===== config.mk =====
export PLATFORM = sky130hd
export DESIGN_NAME = udp_audio_writer
export DESIGN_NICKNAME = d
export VERILOG_FILES = /design/src/rtl/udp_audio_writer.sv
export SDC_FILE = /design/constraint.sdc
export NUM_CORES = 1
export LEC_CHECK = 0
export BUFFER_PORTS_ARGS = -buffer_cell sky130_fd_sc_hd__buf_2
export CORE_AREA = 10 10 103 105
export DETAILED_ROUTE_END_ITERATION = 8
export DIE_AREA = 0 0 113 115
export PLACE_DENSITY = 0.85
export SLEW_MARGIN = 20
export SYNTH_ARGS = -nofsm -noshare
export SYNTH_HDL_FRONTEND = slang
export SYNTH_SLANG_ARGS = --single-unit

===== constraint.sdc =====
create_clock -name wr_clk -period 2.1 [get_ports wr_clk]
set_input_delay 0.42 -clock wr_clk [delete_from_list [all_inputs] [get_ports wr_clk]]
set_output_delay 0.42 -clock wr_clk [all_outputs]
set_load 0.02 [all_outputs]

===== src/rtl/udp_audio_writer.sv =====
`default_nettype none
// ============================================================================
// Module   : udp_audio_writer
// Purpose  : Parses UDP audio packets and writes PCM samples to a FIFO bank.
//            Each packet has a 4-byte big-endian header {MAGIC, LEN} and then
//            LEN little-endian 16-bit samples. A valid header enters PAY. A
//            bad header pulses hdr_err and skips the rest of the packet.
// Ports    : wr_clk, sys_rst_n          - clock, async active-low reset
//            rec_en, rec_data           - payload byte stream
//            rec_pkt_done               - end-of-packet pulse
//            fifo_full                  - selected FIFO full flag
//            wr_en, wr_data             - FIFO write strobe / sample
//            pkt_cnt, drop_cnt          - saturating good-packet / drop counts
//            hdr_err, len_err           - bad-header / short-packet pulses
// Revision : 1.0 - initial release
// ============================================================================
module udp_audio_writer #(
    parameter logic [15:0] MAGIC       = 16'hA55A,
    parameter logic [15:0] MAX_SAMPLES = 16'd1024
) (
    input  logic        wr_clk,
    input  logic        sys_rst_n,
    input  logic        rec_en,
    input  logic [7:0]  rec_data,
    input  logic        rec_pkt_done,
    input  logic        fifo_full,
    output logic        wr_en,
    output logic [15:0] wr_data,
    output logic [15:0] pkt_cnt,
    output logic [15:0] drop_cnt,
    output logic        hdr_err,
    output logic        len_err
);

    localparam logic [1:0] c_IDLE = 2'd0;
    localparam logic [1:0] c_HDR  = 2'd1;
    localparam logic [1:0] c_PAY  = 2'd2;
    localparam logic [1:0] c_SKIP = 2'd3;

    logic [1:0]  r_state;
    logic [1:0]  w_state_nxt;
    logic [1:0]  r_byte_idx;
    logic [7:0]  r_hdr0;
    logic [7:0]  r_hdr1;
    logic [7:0]  r_hdr2;
    logic [15:0] r_sample_left;
    logic        r_phase;      // 0: expecting low byte, 1: expecting high byte
    logic [7:0]  r_low;

    logic [15:0] w_len;
    logic        w_hdr_last;
    logic        w_hdr_ok;
    logic        w_high;
    logic        w_last;
    logic        w_write;
    logic        w_drop;
    logic        w_hdr_bad;
    logic        w_len_short;

    // The final header byte is taken straight from rec_data so the length
    // check happens in the same cycle the byte arrives.
    assign w_len = {r_hdr2, rec_data};

    // ------------------------------------------------------------------
    // State register
    // ------------------------------------------------------------------
    always_ff @(posedge wr_clk or negedge sys_rst_n) begin
        if (!sys_rst_n) begin
            r_state <= c_IDLE;
        end else begin
            r_state <= w_state_nxt;
        end
    end

    // ------------------------------------------------------------------
    // Next-state logic: the byte is processed first, then rec_pkt_done
    // overrides the result and forces IDLE.
    // ------------------------------------------------------------------
    always_comb begin
        w_state_nxt = r_state;
        case (r_state)
            c_IDLE: if (rec_en) w_state_nxt = c_HDR;
            c_HDR:  if (w_hdr_last) w_state_nxt = w_hdr_ok ? c_PAY : c_SKIP;
            c_PAY:  if (w_last) w_state_nxt = c_SKIP;
            c_SKIP: w_state_nxt = c_SKIP;
            default: w_state_nxt = c_IDLE;
        endcase
        if (rec_pkt_done) begin
            w_state_nxt = c_IDLE;
        end
    end

    // ------------------------------------------------------------------
    // Output / event decode
    // ------------------------------------------------------------------
    always_comb begin
        w_hdr_last  = (r_state == c_HDR) && rec_en && (r_byte_idx == 2'd3);
        w_hdr_ok    = ({r_hdr0, r_hdr1} == MAGIC) && (w_len != 16'd0) &&
                      (w_len <= MAX_SAMPLES);
        w_high      = (r_state == c_PAY) && rec_en && r_phase;
        w_last      = w_high && (r_sample_left == 16'd1);
        w_write     = w_high && !fifo_full;
        w_drop      = w_high && fifo_full;
        w_hdr_bad   = w_hdr_last && !w_hdr_ok;
        // A packet completed by a byte coinciding with rec_pkt_done is not short.
        w_len_short = rec_pkt_done && (r_state == c_PAY) && !w_last;
    end

    // ------------------------------------------------------------------
    // Datapath and registered outputs
    // ------------------------------------------------------------------
    always_ff @(posedge wr_clk or negedge sys_rst_n) begin
        if (!sys_rst_n) begin
            r_byte_idx    <= 2'd0;
            r_hdr0        <= 8'h00;
            r_hdr1        <= 8'h00;
            r_hdr2        <= 8'h00;
            r_sample_left <= 16'd0;
            r_phase       <= 1'b0;
            r_low         <= 8'h00;
            wr_en         <= 1'b0;
            wr_data       <= 16'h0000;
            pkt_cnt       <= 16'd0;
            drop_cnt      <= 16'd0;
            hdr_err       <= 1'b0;
            len_err       <= 1'b0;
        end else begin
            wr_en   <= w_write;
            hdr_err <= w_hdr_bad;
            len_err <= w_len_short;

            if (r_state == c_IDLE && rec_en) begin
                r_hdr0     <= rec_data;
                r_byte_idx <= 2'd1;
            end

            if (r_state == c_HDR && rec_en) begin
                if (r_byte_idx == 2'd1) r_hdr1 <= rec_data;
                if (r_byte_idx == 2'd2) r_hdr2 <= rec_data;
                r_byte_idx <= r_byte_idx + 2'd1;
                if (w_hdr_last && w_hdr_ok) begin
                    r_sample_left <= w_len;
                    r_phase       <= 1'b0;
                end
            end

            if (r_state == c_PAY && rec_en) begin
                r_phase <= ~r_phase;
                if (!r_phase) begin
                    r_low <= rec_data;
                end else begin
                    r_sample_left <= r_sample_left - 16'd1;
                end
            end

            // wr_data only moves with a real write so it holds across drops.
            if (w_write) begin
                wr_data <= {rec_data, r_low};
            end

            if (w_drop && drop_cnt != 16'hFFFF) begin
                drop_cnt <= drop_cnt + 16'd1;
            end

            if (w_last && pkt_cnt != 16'hFFFF) begin
                pkt_cnt <= pkt_cnt + 16'd1;
            end

            // Any pending low byte is abandoned with the packet.
            if (rec_pkt_done) begin
                r_phase <= 1'b0;
            end
        end
    end

endmodule
`default_nettype wire


## Word-level counts from Yosys, hierarchy flattened

Index checks and enable logic that the tools add are counted.

| word-level totals | value |
|---|---|
| flip-flop bits (word level) | 104 |
| latch bits | 0 |
| memory bits (writable) | 0 |
| memory bits (read-only) | 0 |
| bits of input ports | 13 |
| output and inout bits | 51 |
| logic and storage cells | 78 |
| memories kept | 0 |

| cells by class | value |
|---|---|
| $add $sub $neg | 4 |
| multipliers | 0 |
| div/mod/pow operators | 0 |
| order comparisons | 1 |
| equal/unequal tests | 13 |
| shifts and indexed selects | 0 |
| multiplexer cells | 16 |
| bitwise operators | 1 |
| reduce and logical (&&, ||, !) cells | 29 |

Operators with widths:

| cell | number |
|---|---|
| $mux W16 | 4 |
| $add A16 B1 Y16 const B | 2 |
| $ne A16 B16 Y1 const B | 2 |
| $eq A16 B1 Y1 const B | 1 |
| $eq A16 B16 Y1 const B | 1 |
| $le A16 B11 Y1 const B | 1 |
| $logic_and A1 B1 Y1 | 16 |
| $reduce_bool A16 Y1 | 1 |
| $sub A16 B1 Y16 const B | 1 |
| $mux W2 | 6 |
| $ne A3 B3 Y1 const B | 3 |
| $eq A2 B2 Y1 const B | 4 |
| $pmux W2 S4 | 1 |
| $reduce_and A2 Y1 | 4 |
| $reduce_bool A3 Y1 | 2 |
| $mux W1 | 5 |
| $eq A2 B1 Y1 const B | 2 |
| $logic_not A1 Y1 | 3 |
| $reduce_and A3 Y1 | 1 |
| $add A2 B1 Y2 const B | 1 |
| $logic_not A2 Y1 | 1 |
| $reduce_bool A2 Y1 | 1 |
| $not A1 Y1 | 1 |

## Longest topological paths before layout

Gate-level depths: netlist of the first run.

| depth | value |
|---|---|
| depth in word-level cells | 8 |
| mapped depth | 8 |
| depth with buffers taken out | 7 |

## Worst setup path before layout of the first run

No wires, ideal clock.

| path | value |
|---|---|
| kind | reg-to-reg |
| start | reg drop_cnt[0] |
| end | reg drop_cnt[4] |
| library setup time | 0.133 ns |
| arrival time | 1.785 ns |
| required time | 1.967 ns |
| path slack | 0.182 ns |
| cell stages (with the launch flop) | 7 |
| path buffers | 0 |
| period minus slack after synthesis | 1.918 ns |
| cell sequence | dfrtp_1 ha_1 nand2_1 nor4_1 a21oi_2 and4_1 xor2_1 |

| on the way | value |
|---|---|
| cells in the longest elaborated chain, start to end | 2 |
| elaborated cells on any way between the ends | 3 |
| classes of those cells | 1 x add/sub; 1 x eq/ne; 1 x reduce/logical |

RTL lines:

| element | RTL line | source |
|---|---|---|
| from (decl) | 30 | `output logic [15:0] drop_cnt,` |
| from (signal assigned) | 162 | `drop_cnt <= drop_cnt + 16'd1;` |
| parallel branches: the longest is 2 deep, another holds $add A16 B1 Y16 | - |  |

Several ways; the timed one is not identified.
A chain may end at the register's enable or synchronous reset.

## Final worst setup path of the first run

| path | value |
|---|---|
| start | reg drop_cnt[0] |
| end | reg drop_cnt[15] |

The elaborated chain is that of the path after synthesis.

==> flow_metrics.env, run 1 <==
export IMPL_timing_critical_path_buf_inv=1
export IMPL_cp_cell_sequence="ha_1, nand2_1, nor4_1, buf_4, a2111o_1, nor3_1, xor2_1"
export IMPL_synthToLayoutAreaGrowth_pct=16.96
export IMPL_grt_overflow_total=0
export IMPL_first_iter_violations=133
export IMPL_final_util_pct=64.98
export IMPL_tns_ps=0
export IMPL_cpPeakStageDelay_ps=500
export IMPL_hold_violations=0
export IMPL_post_place_ws_ps=-35.97
export IMPL_outcome="finished clean"
export IMPL_cts_tree="yes"
export IMPL_die_area_mm2=0.01300
export IMPL_vias=3494
export IMPL_nNetsFinal=510
export IMPL_crit_path_max_fanout=5
export IMPL_hpwl_um=7660
export IMPL_critPathLaunchType="flip-flop"
export IMPL_clock_latency_ps=380
export IMPL_wl_per_cell_um=17.31
export IMPL_synth_seq_cells=104
export IMPL_arrival_ps=2310
export IMPL_slew_headroom_pct=62.71
export IMPL_htreeDepth=3
export IMPL_powerDensity_mw_per_mm2=693.8
export IMPL_routed_wl_um=10440
export IMPL_final_common_cell="dfrtp_1"
export IMPL_syn_nets=420
export IMPL_die_h_um=115
export IMPL_synth_top_area_share_pct=54.78
export IMPL_dr_pass1_iters=4
export IMPL_fin_crit_sh_pct=95.93
export IMPL_die_w_um=113
export IMPL_skew_ps=16.01
export IMPL_cts_made_buffers=9
export IMPL_netlist_top_cells_area="dfrtp_1 (55%), mux2_2 (12%), xnor2_1 (3.1%)"
export IMPL_clock_path_buffers=2
export IMPL_finalCriticalPeriod_ps=2015
export IMPL_cts_sinks=104
export IMPL_gp_congestion=0.8404
export IMPL_yosysTopAreaCell="dfrtp_1"
export IMPL_setup_viol=0
export IMPL_tightest_slew_ps=559.4
export IMPL_clockRootBuffer="clkbuf_8"
export IMPL_drv_cap=0
export IMPL_ys_warnings_count=0
export IMPL_yosysSeqAreaShare_pct=54.78
export IMPL_crit_slowest_cell="a2111o_1"
export IMPL_synthesis_area_mm2=0.004751
export IMPL_globalRouteTotalUtil_pct=16.01
export IMPL_critPathCaptureType="flip-flop"
export IMPL_most_common_layout_cells="dfrtp_1 (104), buf_2 (62), mux2_2 (49), buf_4 (26), nand3_1 (25)"
export IMPL_setup_slack_ps=85.45
export IMPL_drive_gt1_share_pct=34.55
export IMPL_drtAntennaViolNets=0
export IMPL_port_buffers=63
export IMPL_synthDistinctLibCells=53
export IMPL_avgSynthCellArea_um2=11.88
export IMPL_synth_edf_count=0
export IMPL_core_mm2=0.008551
export IMPL_synthArstFlopShare_pct=100.0
export IMPL_antennaDiodeCount=0
export IMPL_postCtsSetupRepairBufs=0
export IMPL_start_util_pct=55.56
export IMPL_row_count=34
export IMPL_fmax_mhz=496.4
export IMPL_path_class="reg2reg"
export IMPL_critPathRequiredTime_ps=2390
export IMPL_cp_top_family="compound AO/OA/AOI/OAI gates"
export IMPL_hold_ws_ps=57.62
export IMPL_ys_flop_type="dfrtp_1"
export IMPL_first_global_vias=3586
export IMPL_grt_setup_unrepaired="true"
export IMPL_peakVddDrop_mv=0.5681
export IMPL_grt_pass1_wl_um=17360
export IMPL_syn_inst=400
export IMPL_antenna_found_initial=0
export IMPL_pin_count=64
export IMPL_slew_viol_final=0
export IMPL_hp_class="in2async"
export IMPL_routed_via_density=5.794
export IMPL_drc=0
export IMPL_p_leak_nw=2.838
export IMPL_clkTransAtPathRegs_ps=110
export IMPL_grt_max_degree=105
[through the flow]
step / total power [mW] / cells / instance area, um^2
after floorplan: 2.515 / 400 / 4751
after global placement: 2.650 / 587 / 5365
after detailed placement: 2.693 / 587 / 5365
after CTS: 3.868 / 603 / 5550
after global routing: 4.003 / 603 / 5557
final: 3.855 / 603 / 5557
[metal layers]
layer	track usage, %	part of all wire, %
met5	0	0
met4	6.176	1.8
met3	3.698	3.9
met2	27.38	51
met1	19.24	43
[final cells by class]
class | instances | area, um^2
Sequential cell | 104 | 2603
Clock inverter | 7 | 61.31
Tap cell | 108 | 135.1
Timing Repair Buffer | 89 | 525.5
Fill cell | 648 | 2994
Multi-Input combinational cell | 278 | 2078
Inverter | 8 | 30.03
Clock buffer | 9 | 123.9
[sequential cells by signal, summed over array words and instances, names as in the netlist, 2 cells and up]
signal / flops
r_hdr1: 8
r_sample_left: 16
r_low: 8
wr_data: 16
pkt_cnt: 16
r_byte_idx: 2
r_hdr2: 8
drop_cnt: 16
r_state: 2
r_hdr0: 8
[cells in the mapped netlist, types with 5 or more instances]
library cell and instances:
and4_1 5, nand3_1 25, a31oi_1 8, nor2_1 22, ha_1 7, nor4_1 6, mux2_2 49, inv_1 8
nand2_1 19, xor2_1 12, o21ai_0 9, nand4_1 9, a21oi_1 13, dfrtp_1 104, nor3_1 13, and3_1 12
or2_2 5, xnor2_1 17
[report_power, final]
| group | switching (mW) | internal (mW) | total (mW) |
|---|---|---|---|
| combinational | 0.169 | 0.201 | 0.370 |
| clock | 0.750 | 0.455 | 1.20 |
| sequential | 0.106 | 2.18 | 2.28 |
| total | 1.02 | 2.83 | 3.86 |
[path summary, 6_finish.rpt]
path / from / endpoint / slack [ps] / cells past startpoint
hold reg to reg: pkt_cnt[15] / pkt_cnt[15] / 500 / 1
setup / recovery: drop_cnt[0] / drop_cnt[15] / 90 / 7
min in group wr_clk: rec_pkt_done / r_state[1] / 240 / 2
setup reg to reg: drop_cnt[0] / drop_cnt[15] / 90 / 7
max in group asynchronous: sys_rst_n / r_sample_left[13] / 1580 / 2
hold / removal: sys_rst_n / wr_data[7] / 60 / 2
[timing repair]
item                       in CTS  in global routing
hold buffers                    0                  0
setup endpoints to repair       0                  7
resized for setup               0                  2
[logic make-up after synthesis]
| family | share of synthesized area (%) |
|---|---|
| AND/OR/NAND/NOR | 17.17 |
| multiplexers | 12.04 |
| flip-flops | 54.78 |
| buffers and inverters | 1.606 |
| adder cells (fa/ha/maj) | 1.843 |
| AO/OA/AOI/OAI | 7.216 |
| XOR/XNOR | 5.346 |
Power figures use the tool's default switching activity.
==> run 2: changes to the inputs <==
--- a/config.mk
+++ b/config.mk
@@ -10,6 +10,7 @@
 export DETAILED_ROUTE_END_ITERATION = 8
 export DIE_AREA = 0 0 113 115
 export PLACE_DENSITY = 0.85
+export SETUP_SLACK_MARGIN = 0.1
 export SLEW_MARGIN = 20
 export SYNTH_ARGS = -nofsm -noshare
 export SYNTH_HDL_FRONTEND = slang
==> flow_metrics.env, run 2 (synthesis results as in run 1) <==
export IMPL_grt_setup_unrepaired="true"
export IMPL_crit_path_max_fanout=10
export IMPL_tns_ps=0
export IMPL_hold_ws_ps=49.81
export IMPL_pin_count=64
export IMPL_critPathCaptureType="flip-flop"
export IMPL_antenna_found_initial=0
export IMPL_outcome="finished clean"
export IMPL_hp_class="in2async"
export IMPL_die_h_um=115
export IMPL_globalRouteTotalUtil_pct=15.99
export IMPL_grt_pass1_wl_um=17350
export IMPL_p_leak_nw=2.843
export IMPL_drtAntennaViolNets=0
export IMPL_placedCellCount=587
export IMPL_most_common_layout_cells="dfrtp_1 (104), buf_2 (62), mux2_2 (49), buf_4 (27), nand3_1 (25)"
export IMPL_skew_ps=16.83
export IMPL_core_mm2=0.008551
export IMPL_final_common_cell="dfrtp_1"
export IMPL_grt_overflow_total=0
export IMPL_critPathRequiredTime_ps=2410
export IMPL_routed_via_density=5.851
export IMPL_first_iter_violations=145
export IMPL_critPathLaunchType="flip-flop"
export IMPL_clkTransAtPathRegs_ps=110
export IMPL_antennaDiodeCount=0
export IMPL_gp_congestion=0.8404
export IMPL_vias=3534
export IMPL_setup_viol=0
export IMPL_finalCriticalPeriod_ps=1903
export IMPL_drv_cap=0
export IMPL_fmax_mhz=525.4
export IMPL_synthToLayoutAreaGrowth_pct=17.78
export IMPL_routed_wl_um=10510
export IMPL_start_util_pct=55.56
export IMPL_cts_tree="yes"
export IMPL_cts_sinks=104
export IMPL_arrival_ps=2210
export IMPL_path_class="reg2reg"
export IMPL_drive_gt1_share_pct=35.28
export IMPL_fin_crit_sh_pct=90.64
export IMPL_grt_max_degree=105
export IMPL_first_global_vias=3580
export IMPL_clock_path_buffers=2
export IMPL_nNetsFinal=511
export IMPL_cts_made_buffers=9
export IMPL_final_cells=604
export IMPL_die_w_um=113
export IMPL_row_count=34
export IMPL_htreeDepth=3
export IMPL_clock_latency_ps=380
export IMPL_peakVddDrop_mv=0.5707
export IMPL_hold_violations=0
export IMPL_drc=0
export IMPL_clockRootBuffer="clkbuf_8"
export IMPL_wl_per_cell_um=17.39
export IMPL_hpwl_um=7660
export IMPL_tightest_slew_ps=568.2
export IMPL_die_area_mm2=0.01300
export IMPL_slew_viol_final=0
export IMPL_rrSetupSlack_ps=200
export IMPL_cts_hold_buf=0
export IMPL_slew_headroom_pct=62.12
export IMPL_port_buffers=63
export IMPL_dr_pass1_iters=6
export IMPL_powerDensity_mw_per_mm2=689.0
==> run 2: report_power, final <==
group	internal [mW]	leakage (nW)	total, mW	switching [mW]
Sequential	2.18	1.40	2.28	0.107
Combinational	0.202	1.35	0.372	0.169
Clock	0.455	0.0936	1.20	0.747
==> run 2: per-layer routing <==
layer	part of all wire [%]	vias up	GRT usage, %
li1	-	1643	-
met1	42	1805	19.21
met2	52	68	27.34
met3	3.7	18	3.698
met4	1.8	0	6.176
met5	0	-	0
==> run 2: final timing paths <==
path,start,to,cells past startpoint
max in group asynchronous,sys_rst_n,r_sample_left[4],2
min in group wr_clk,rec_pkt_done,r_state[1],2
worst max register to register,r_sample_left[14],pkt_cnt[5],6
worst max-delay path,r_sample_left[14],pkt_cnt[5],6
worst min-delay path,sys_rst_n,wr_data[7],2
worst min register to register,pkt_cnt[15],pkt_cnt[15],1
==> run 2: critical path: stages, from the launching register on <==
cell     delay, ps
dfrtp_1        420
or3_4          420
nor4_4         300
buf_4          180
o211a_4        210
and3_1         180
xor2_1         140
==> run 2: layout make-up <==
type,count,area [um^2]
sequential,104,2603
inverter,8,30.03
multi-input combinational,278,2110
clock inverter,7,61.31
tap,108,135.1
clock buffer,9,123.9
timing repair buffer,90,533.0
fill,650,2955
==> run 2: per-stage QoR <==
step | utilization [%] | setup WS, ps | total power [mW] | area [um^2]
2_1_floorplan | - | 182.3 | 2.515 | 4751
3_3_place_gp | 62.75 | 55.68 | 2.650 | 5365
3_5_place_dp | 62.75 | -35.97 | 2.693 | 5365
4_1_cts | 64.98 | 104.2 | 3.868 | 5557
5_1_grt | 65.44 | 90.17 | 4.007 | 5595
6_report | 65.44 | 196.5 | 3.855 | 5595
==> run 2: what timing repair did <==
item | 4_1_cts | 5_1_grt
cloned | 0 | 0
pin swaps | 0 | 2
gates resized for setup | 2 | 5
setup buffers | 0 | 1
setup endpoints to repair | 4 | 17
